**src/rtl/det_pkg.sv**
```systemverilog
// rtl/det_pkg.sv - shared defaults and slot state type for det_window_counter
package det_pkg;

  localparam int unsigned DEF_WINDOW_LEN = 64;
  localparam int unsigned DEF_THRESH     = 8;

  typedef enum logic {
    SLOT_EMPTY = 1'b0,
    SLOT_FULL  = 1'b1
  } slot_state_t;

endpackage

```
**src/rtl/det_out_slot.sv**
```systemverilog
// rtl/det_out_slot.sv - one-entry valid/ready result register with sticky overrun
module det_out_slot
  import det_pkg::*;
#(
  parameter int unsigned CNT_W = 7
) (
  input  logic             clk,
  input  logic             reset,
  input  logic             load,
  input  logic [CNT_W-1:0] load_data,
  input  logic             cnt_ready,
  output logic [CNT_W-1:0] cnt_data,
  output logic             cnt_valid,
  output logic             overrun,
  output logic             take
);

  slot_state_t      state_q, state_d;
  logic [CNT_W-1:0] data_q;
  logic             overrun_q;
  logic             drop;

  always_ff @(posedge clk) begin
    if (reset) begin
      state_q   <= SLOT_EMPTY;
      data_q    <= '0;
      overrun_q <= 1'b0;
    end else begin
      state_q <= state_d;
      if (take) data_q <= load_data;
      if (drop) overrun_q <= 1'b1;
    end
  end

  // A full slot only takes a new result if the old one leaves on the same edge.
  always_comb begin
    state_d = state_q;
    take    = 1'b0;
    drop    = 1'b0;
    case (state_q)
      SLOT_EMPTY: begin
        if (load) begin
          state_d = SLOT_FULL;
          take    = 1'b1;
        end
      end
      SLOT_FULL: begin
        if (load) begin
          if (cnt_ready) take = 1'b1;
          else           drop = 1'b1;
        end else if (cnt_ready) begin
          state_d = SLOT_EMPTY;
        end
      end
      default: state_d = SLOT_EMPTY;
    endcase
  end

  assign cnt_data  = data_q;
  assign cnt_valid = (state_q == SLOT_FULL);
  assign overrun   = overrun_q;

endmodule

```
**src/rtl/det_window_counter.sv**
```systemverilog
// rtl/det_window_counter.sv - counts detector pulses per window of enabled cycles
// Optional threshold alarm enabled by defining DET_THRESH_ALARM_EN.
module det_window_counter
  import det_pkg::*;
#(
  parameter int unsigned WINDOW_LEN = DEF_WINDOW_LEN,
  parameter int unsigned CNT_W      = $clog2(WINDOW_LEN + 1),
  parameter int unsigned THRESH     = DEF_THRESH
) (
  input  logic             clk,
  input  logic             reset,
  input  logic             det_in,
  input  logic             enable,
  output logic [CNT_W-1:0] cnt_data,
  output logic             cnt_valid,
  input  logic             cnt_ready,
  output logic             overrun,
  output logic             alarm
);

  localparam int unsigned POS_W = $clog2(WINDOW_LEN);

  logic [POS_W-1:0] pos;
  logic [CNT_W-1:0] acc;
  logic [CNT_W-1:0] result;
  logic             win_end;
  logic             slot_take;

  assign win_end = enable && (pos == POS_W'(WINDOW_LEN - 1));
  // The window-end pulse is folded into the closing window's result.
  assign result  = acc + CNT_W'(det_in);

  always_ff @(posedge clk) begin
    if (reset) begin
      pos <= '0;
      acc <= '0;
    end else if (enable) begin
      if (win_end) begin
        pos <= '0;
        acc <= '0;
      end else begin
        pos <= pos + POS_W'(1);
        acc <= result;
      end
    end
  end

  det_out_slot #(
    .CNT_W(CNT_W)
  ) u_slot (
    .clk      (clk),
    .reset    (reset),
    .load     (win_end),
    .load_data(result),
    .cnt_ready(cnt_ready),
    .cnt_data (cnt_data),
    .cnt_valid(cnt_valid),
    .overrun  (overrun),
    .take     (slot_take)
  );

`ifdef DET_THRESH_ALARM_EN
  logic alarm_q;

  // Registered alongside the slot load so it coincides with the new cnt_valid data.
  always_ff @(posedge clk) begin
    if (reset) alarm_q <= 1'b0;
    else       alarm_q <= slot_take && (32'(result) >= THRESH);
  end

  assign alarm = alarm_q;
`else
  logic unused_cfg;
  assign unused_cfg = ^{slot_take, 32'(THRESH)};
  assign alarm      = 1'b0;
`endif

endmodule

```
**config.mk**
```make
export PLATFORM = sky130hd
export DESIGN_NAME = det_window_counter
export DESIGN_NICKNAME = d
export VERILOG_FILES = /design/src/rtl/det_pkg.sv /design/src/rtl/det_out_slot.sv /design/src/rtl/det_window_counter.sv
export SDC_FILE = /design/constraint.sdc
export NUM_CORES = 1
export LEC_CHECK = 0
export ABC_AREA = 0
export BUFFER_PORTS_ARGS = -buffer_cell sky130_fd_sc_hd__buf_4
export CAP_MARGIN = 20
export CORE_ASPECT_RATIO = 0.75
export CORE_MARGIN = 4
export CORE_UTILIZATION = 41
export CTS_BUF_LIST = sky130_fd_sc_hd__clkbuf_4 sky130_fd_sc_hd__clkbuf_8
export DETAILED_ROUTE_END_ITERATION = 8
export GPL_TIMING_DRIVEN = 1
export HOLD_SLACK_MARGIN = 0.12
export MAX_ROUTING_LAYER = met4
export PLACE_DENSITY_LB_ADDON = 0.05
export SLEW_MARGIN = 20
export SYNTH_ARGS = -nofsm -noshare
export SYNTH_HDL_FRONTEND = slang
export SYNTH_SLANG_ARGS = --single-unit
export TNS_END_PERCENT = 20
```
**constraint.sdc**
```tcl
create_clock -name clk -period 1.3 [get_ports clk]
set_input_delay 0.065 -clock clk [delete_from_list [all_inputs] [get_ports clk]]
set_output_delay 0.065 -clock clk [all_outputs]
set_load 0.1 [all_outputs]
```
# Word-level counts from Yosys, hierarchy flattened
# Index checks and enable logic that the tools add are counted.
# op_classes
n_mux	11
reduce_logical	1
n_addsub	2
n_bitwise	1
eq_ne	1
# ops
operator	count
$add A7 B1 Y7	1
$mux W1	7
$mux W7	1
$add A6 B1 Y6 const B	1
$eq A6 B6 Y1 const B	1
$mux W6	1
$pmux W1 S2	2
$logic_and A1 B1 Y1	1
$not A1 Y1	1
# word_totals
register_bits	22
output_inout_bits	10

# Logic depth before layout (Yosys ltp)
# Gate-level depths: netlist of the first run.
# logic_depth
ltp_word	4
depth_mapped	6
ltp_nobuf	6

# Cells and area by module
# Synthesis of the first run repeated with hierarchy kept, for this count alone.
# hier_totals
hier_cells	123
hier_area_um2	1159.9
# modules_own_cells
module	area_per_inst_um2	instances	cells_each
det_window_counter	768.2	1	85
det_out_slot	391.6	1	38

# Worst setup path before layout of the first run
# Ideal clock, no wire load.
# synth_path
path_type	register to register
start	reg u_slot.state_q, in the netlist u_slot.cnt_valid
end	reg u_slot.data_q[1], in the netlist u_slot.cnt_data[1]
arrival_time_ns	1.670
setup_time_ns	0.128
path_stages_with_launch	6
slack_ns	-0.498
cell_sequence	dfxtp_1 nor2b_1 nor3_4 buf_6 mux2i_1 nor2_1
# synth_via
elab_chain_cells	2
# synth_lines
item	line	source
start, declared	det_out_slot.sv:18	slot_state_t state_q, state_d;
start signal, assigned	det_out_slot.sv:29	state_q <= state_d;
$not A1 Y1	det_out_slot.sv:40	case (state_q)
$pmux W1 S2 (*)	det_out_slot.sv:40	
end signal, assigned	det_out_slot.sv:30	if (take) data_q <= load_data;
end, declared	det_out_slot.sv:19	logic [CNT_W-1:0] data_q;
# Every way passes the cells marked *; elsewhere a longest branch is shown, timed or not.
# A chain may end at the register's enable or synchronous reset.

# Worst setup path in the final report of the first run
# layout_path
start	reg pos[1]
end	reg u_slot.data_q[0], in the netlist u_slot.cnt_data[0]
# layout_via
elab_chain_cells	4
# layout_lines
item	line	source
start, declared	det_window_counter.sv:23	logic [POS_W-1:0] pos;
start signal, assigned	det_window_counter.sv:42	pos <= pos + POS_W'(1);
$eq A6 B6 Y1 (*)	det_window_counter.sv:29	assign win_end = enable && (pos == POS_W'(WINDOW_LEN - 1));
$logic_and A1 B1 Y1 (*)	det_window_counter.sv:29	
$mux W1 (on tied branches)	det_out_slot.sv:48, det_out_slot.sv:42	
$pmux W1 S2 (*)	det_out_slot.sv:40	
# Marks and branches as above.

==> out/results.ini, run 1 <==
[run_status]
outcome = completed

[setup_path]
critical_path_arrival_ps = 1500
timing.critical_path.buf_inv = 1
timing.critical_path.slowest_stage_cell = sky130_fd_sc_hd__dfxtp_2
setup.worst_path.class = register to register
critPathLaunchType = register
cp_max_fo = 10
timing.critical_path.slowest_cell_delay_ps = 370
crit_required_ps = 1500
path_delay_family = flip-flops
worstPathCellList = ha_4, nand3_4, nor3_4, buf_12, mux2i_1, nor2_1
cp-end-kind = register

[routing]
drtAntennaViolNets = 0
via_per_inst = 4.694
drt_first_iter_violations = 43
drtPass1Iterations = 4
remaining_drc_errors = 0
route.final.wire_length_microns = 2024
via_count = 798
routed_wire_length_per_instance_microns = 11.91

[timing]
final.period_utilization = 0.9986
grt_setup_unrepaired = true
min_period_ps = 1298
finalSetupViolCount = 0
timing.setup.tns_ps = 0
worst_clock_skew_ps = 5.861
max_freq_mhz = 770.3
timing.final.max_slew_violations = 0
final_hold_viol_count = 0

[floorplanning]
core_area_sq_um = 2327
ios = 15
die_width_microns = 65.55
design.die.area_sq_um = 3354
placementRows = 15
initial_utilization = 0.4376
die-height_microns = 51.17

[clocking]
clk_latency_ps = 310
cts_num_sinks = 22
cts_max_level = 1
ctsLongestPathBuffers = 2
cts_buffers = 3
clock_transition_time_at_the_flip_flop_clock_pins_of_the_worst_setup_and_hold_paths_ps = 120
tritoncts = yes
root_buffer_master = sky130_fd_sc_hd__clkbuf_4

[job]
max_cap_violations = 0

[synthesis]
syn_std_cell_area_sq_um = 1018
postSynthAreaPerCell_sq_um = 9.430
top_cells_by_area_synth = sky130_fd_sc_hd__dfxtp_1 (43%), sky130_fd_sc_hd__nor2_1 (5.9%), sky130_fd_sc_hd__a211oi_2 (4.9%)
yosysWarningCount = 0
synth_cell_types = 32
ys_ff_latch = 22
synth-seq-area-share = 0.4324
netlist_instances = 108
synth_fp_nets = 116
synth_top_cell_area_share = 0.4324
synth_top_cell_by_area = sky130_fd_sc_hd__dfxtp_1

[pwr]
power.net_switching_mw = 0.2663
pwr-share-seq = 0.592
irDropWorstVdd_v = 0.0004443
power.share.combinational = 0.088
power.clock.fraction = 0.320
static-leakage-power_nw = 0.5125
cellInternalPower_mw = 0.8992
power.share.switching = 0.2285
cellPowerDensity_nw_per_um2 = 846.0

[place]
numPortBuffers = 13
place.detailed.hpwl_microns = 1395
global_placer_s_final_weighted_congestion = 0.7556
post-place-cells = 162

[cells_and_area]
fraction_of_layout_cells_with_a_size_suffix_above_1 = 0.4044
stdcell_count = 170
layout_filler_cell_count = 225
num-nets-final = 145
areaGrowthSynthToFinish_pct = 35.26
antennaDiodeCount = 0

[grt]
number_of_antenna_violations_at_the_first_check_in_global_routing = 0
grt_pass1_vias = 827
grt_max_degree = 24
global_route.usage.total = 0.1486
grt_pass1_wl_microns = 3684
grt-ovfl-total = 0

[worst_hold_path]
hold_class = input port to register

tightest hold or removal path, cell delays in order:
cell and delay (ps):
sky130_fd_sc_hd__buf_4 90, sky130_fd_sc_hd__ha_4 120, sky130_fd_sc_hd__mux2i_1 60, sky130_fd_sc_hd__nor2_1 80
synth_stat cells:
cell	n
sky130_fd_sc_hd__buf_2	3
sky130_fd_sc_hd__a32o_1	1
sky130_fd_sc_hd__nand2b_1	5
sky130_fd_sc_hd__nand2_1	2
sky130_fd_sc_hd__xnor2_1	5
sky130_fd_sc_hd__nor4bb_1	1
sky130_fd_sc_hd__buf_4	1
sky130_fd_sc_hd__xor2_1	4
sky130_fd_sc_hd__conb_1	1
sky130_fd_sc_hd__nand4_1	2
sky130_fd_sc_hd__o21ai_0	1
sky130_fd_sc_hd__a21oi_1	5
sky130_fd_sc_hd__inv_1	3
sky130_fd_sc_hd__ha_1	3
sky130_fd_sc_hd__buf_1	1
sky130_fd_sc_hd__nor2_1	16
sky130_fd_sc_hd__buf_6	1
sky130_fd_sc_hd__o32ai_1	2
sky130_fd_sc_hd__nor3_1	2
sky130_fd_sc_hd__nand3b_1	1
sky130_fd_sc_hd__mux2i_1	4
sky130_fd_sc_hd__clkbuf_1	1
sky130_fd_sc_hd__nor2b_1	1
sky130_fd_sc_hd__nand3_1	10
sky130_fd_sc_hd__or2_1	1
sky130_fd_sc_hd__nor3_4	1
sky130_fd_sc_hd__nand3_2	1
sky130_fd_sc_hd__nand3_4	1
sky130_fd_sc_hd__a211oi_2	4
sky130_fd_sc_hd__dfxtp_1	22
sky130_fd_sc_hd__and3_1	1
sky130_fd_sc_hd__a31oi_1	1
per-stage QoR:
stage	utilization	setup WS [ps]	total power [mW]	hold WS [ps]	instance area [sq um]
2_1_floorplan	-	3.098	0.7625	168.6	1045
3_3_place_gp	0.5419	-82.41	0.7912	368.1	1261
3_5_place_dp	0.5419	-73.73	0.7931	364.9	1261
4_1_cts	0.5806	-9.708	1.196	133.4	1351
5_1_grt	0.5919	-89.41	1.233	140.9	1378
6_report	0.5919	1.761	1.165	144.8	1378
path summary, 6_finish.rpt:
check	from	end	slack (ps)	depth (start not counted)
setup / recovery	pos[1]$_SDFFE_PP0P_	u_slot.cnt_data[0]$_SDFFE_PP0P_	2	6
setup reg to reg	pos[1]$_SDFFE_PP0P_	u_slot.cnt_data[0]$_SDFFE_PP0P_	2	6
hold reg to reg	u_slot.overrun$_SDFFE_PP0P_	u_slot.overrun$_SDFFE_PP0P_	500	2
hold / removal	det_in	u_slot.cnt_data[0]$_SDFFE_PP0P_	140	4
flip-flops by register name, indices dropped and copies added (netlist names):
name and cells:
acc 7, pos 6, u_slot.cnt_data 7, u_slot.cnt_valid 1, u_slot.overrun 1
layout make-up:
type	instances	area, sq um	share of cell area
Multi-Input combinational cell	76	583.1	0.4233
Sequential cell	22	454.2	0.3297
Timing Repair Buffer	31	250.2	0.1817
Tap cell	34	42.54	0.03088
Clock buffer	4	36.28	0.02634
Inverter	3	11.26	0.008174
per-layer routing:
| metal | global-route usage | routed length [microns] | up-vias |
|---|---|---|---|
| li1 | - | - | 428 |
| met1 | 0.1932 | 1054 | 358 |
| met2 | 0.2185 | 885 | 10 |
| met3 | 0.05275 | 69 | 2 |
| met4 | 0.04138 | 15 | 0 |
| met5 | - | 0 | - |
cell usage in the layout (no fill, tap or decap):
master,instances
sky130_fd_sc_hd__a211oi_2,4
sky130_fd_sc_hd__a21oi_1,5
sky130_fd_sc_hd__a31oi_1,1
sky130_fd_sc_hd__a32o_1,1
sky130_fd_sc_hd__and3_1,1
sky130_fd_sc_hd__buf_12,1
sky130_fd_sc_hd__buf_4,28
sky130_fd_sc_hd__clkbuf_4,3
sky130_fd_sc_hd__clkbuf_8,1
sky130_fd_sc_hd__conb_1,1
sky130_fd_sc_hd__dfxtp_1,13
sky130_fd_sc_hd__dfxtp_2,8
sky130_fd_sc_hd__dfxtp_4,1
sky130_fd_sc_hd__dlygate4sd3_1,2
sky130_fd_sc_hd__ha_4,3
sky130_fd_sc_hd__inv_1,3
sky130_fd_sc_hd__mux2i_1,4
sky130_fd_sc_hd__nand2_1,2
sky130_fd_sc_hd__nand2b_1,5
sky130_fd_sc_hd__nand3_1,10
sky130_fd_sc_hd__nand3_4,2
sky130_fd_sc_hd__nand3b_1,1
sky130_fd_sc_hd__nand4_1,2
sky130_fd_sc_hd__nor2_1,16
sky130_fd_sc_hd__nor2b_2,1
sky130_fd_sc_hd__nor3_1,2
sky130_fd_sc_hd__nor3_4,1
sky130_fd_sc_hd__nor4bb_1,1
sky130_fd_sc_hd__o21ai_0,1
sky130_fd_sc_hd__o32ai_1,2
sky130_fd_sc_hd__or2_4,1
sky130_fd_sc_hd__xnor2_1,4
sky130_fd_sc_hd__xnor2_2,1
sky130_fd_sc_hd__xor2_1,4
power groups by stage:
| stage | Clock (mW) | Combinational (mW) | Sequential (mW) |
|---|---|---|---|
| 2_1_floorplan | 0 | 0.0586 | 0.704 |
| 3_3_place_gp | 0 | 0.0880 | 0.703 |
| 3_5_place_dp | 0 | 0.0898 | 0.703 |
| 4_1_cts | 0.403 | 0.103 | 0.690 |
| 5_1_grt | 0.429 | 0.113 | 0.692 |
| 6_report | 0.373 | 0.102 | 0.690 |
cell families after synthesis:
logic type	after synthesis	share of synthesized area
fa+ha+maj	3	0.03686
mux	4	0.03931
other cells	1	0.003682
flops	22	0.4324
buf+inv	10	0.05159
simple gates	45	0.2470
compound gates	14	0.1118
xor+xnor	9	0.07739
what timing repair did:
item,CTS,global route
pin swaps,1,1
gates cloned,0,0
hold buffers,2,0
hold endpoints to repair,17,0
buffers inserted,0,2
resized for setup,6,3
endpoints found under the setup margin,9,15
Note: power is estimated with default switching activity, not from simulation.
==> run 2, diff against run 1 <==
Settings changed: CORE_MARGIN 4 to unset.
==> out/results.ini, run 2 (synthesis gave the netlist of run 1 again) <==
[worst_hold_path]
worst_hold_path.num_cells = 4
hold_class = input port to register

[pwr]
cellInternalPower_mw = 0.8966
irDropWorstVdd_v = 0.0005373
power.share.combinational = 0.085
cellPowerDensity_nw_per_um2 = 847.4
static-leakage-power_nw = 0.5253
power.share.switching = 0.2305
report.power.total_mw = 1.165
pwr-share-seq = 0.591
power.net_switching_mw = 0.2686
power.clock.fraction = 0.324

[floorplanning]
core_area_sq_um = 2327
placementRows = 15
die_width_microns = 59.55
design.die.area_sq_um = 2690
ios = 15
initial_utilization = 0.4376
die-height_microns = 45.17

[place]
numPortBuffers = 13
place.detailed.hpwl_microns = 1397
placed_area_sq_um = 1249
post-place-cells = 162
dpl_worst_slack_ps = -44.66
global_placer_s_final_weighted_congestion = 0.7649

[clocking]
tritoncts = yes
cts_max_level = 1
ctsLongestPathBuffers = 2
clock_transition_time_at_the_flip_flop_clock_pins_of_the_worst_setup_and_hold_paths_ps = 120
root_buffer_master = sky130_fd_sc_hd__clkbuf_4
cts_buffers = 3
cts_num_sinks = 22
clk_latency_ps = 310

[setup_path]
critPathLaunchType = register
worst-r2r-cell-count = 6
crit_required_ps = 1510
cp_max_fo = 3
setup.worst_path.class = register to register
cp-end-kind = register
critical_path_arrival_ps = 1520

[routing]
drt_first_iter_violations = 22
route.final.wire_length_microns = 1901
via_count = 803
routed_wire_length_per_instance_microns = 11.05
drtAntennaViolNets = 0
remaining_drc_errors = 0
drtPass1Iterations = 4
via_per_inst = 4.669

[timing]
worst_clock_skew_ps = 2.057
min_period_ps = 1307
final.period_utilization = 1.006
timing.final.max_slew_violations = 0
post-route-worst-setup-slack_ps = -7.263
finalSetupViolCount = 2
final_hold_viol_count = 0
max_freq_mhz = 765.0
grt_setup_unrepaired = true

[cells_and_area]
layout.cells.most_common_list = sky130_fd_sc_hd__buf_4 (29), sky130_fd_sc_hd__nor2_1 (15), sky130_fd_sc_hd__dfxtp_1 (15)
num-nets-final = 147
layout_filler_cell_count = 234
seqCellArea_sq_um = 451.7
fraction_of_layout_cells_with_a_size_suffix_above_1 = 0.3986
multi_input_comb_area_sq_um = 573.1
finalCoreUtilization = 0.5909
final_common_cell = sky130_fd_sc_hd__buf_4
antennaDiodeCount = 0
stdcell_area_sq_um = 1375
areaGrowthSynthToFinish_pct = 35.01
stdcell_count = 172

[run_status]
violations_in_the_final_reports = negative setup slack
outcome = complete, but fails checks

[grt]
grt_pass1_vias = 745
number_of_antenna_violations_at_the_first_check_in_global_routing = 0
grt_use_met1 = 0.2429
busiest_grt_layer = met2
global_routing_met3_resource_utilization = 0.06017
global_route.usage.total = 0.1742
grt_pass1_wl_microns = 3346
grt_max_degree = 24
gr-usage-met2 = 0.2472
grt-ovfl-total = 0

[job]
max_cap_violations = 0

run 2: changes by cell type in the layout (fill, tap and decap cells not counted), sizes merged:
| cell | change |
|---|---|
| buf | +2 |
run 2: power by group through the flow:
stage / combinational [mW] / sequential (mW) / clock [mW]
6_report: 0.0986 / 0.689 / 0.378
3_3_place_gp: 0.0902 / 0.703 / 0
4_1_cts: 0.0995 / 0.689 / 0.388
5_1_grt: 0.111 / 0.690 / 0.417
3_5_place_dp: 0.0905 / 0.703 / 0
2_1_floorplan: 0.0586 / 0.704 / 0
run 2: through the flow:
step	setup TNS, ps	hold slack, ps
6_report	-7.972	166.3
5_1_grt	-829.8	186.2
4_1_cts	-152.2	176.1
3_5_place_dp	-107.1	371.3
3_3_place_gp	-60.42	370.7
2_1_floorplan	0	168.6
run 2: routing by layer:
metal | wire, microns | vias to the layer above
met2 | 772 | 12
met1 | 1044 | 359
met5 | 0 | -
li1 | - | 432
met3 | 83 | 0
met4 | 0 | 0
run 2: repair_timing:
action                     CTS  global route
hold endpoints to repair    17             0
setup endpoints to repair   11            15
pin swaps                    4             3
gates resized for setup      8             0
setup buffers                4             0
hold buffers                 2             0
run 2: worst paths after layout:
| kind | startpoint | end | slack (ps) |
|---|---|---|---|
| worst min-delay path | det_in | u_slot.cnt_data[0]$_SDFFE_PP0P_ | 170 |
| worst max-delay path | pos[0]$_SDFFE_PP0P_ | u_slot.cnt_data[0]$_SDFFE_PP0P_ | -7 |
| worst min register to register | u_slot.overrun$_SDFFE_PP0P_ | u_slot.overrun$_SDFFE_PP0P_ | 480 |
| worst max register to register | pos[0]$_SDFFE_PP0P_ | u_slot.cnt_data[0]$_SDFFE_PP0P_ | -7 |
run 2: worst max-delay path: stages (launching register included):
cell	delay, ps
sky130_fd_sc_hd__dfxtp_2	370
sky130_fd_sc_hd__ha_4	150
sky130_fd_sc_hd__nand3_4	80
sky130_fd_sc_hd__nor3_4	230
sky130_fd_sc_hd__buf_6	150
sky130_fd_sc_hd__mux2i_1	180
sky130_fd_sc_hd__nor2_1	50
run 2: layout make-up:
class,instances,share of cell area
multi-input cells,76,0.4167
inverters,3,0.008189
repair buffers,33,0.1893
well taps,34,0.03094
flip-flops and latches,22,0.3285
clock buffers,4,0.02639
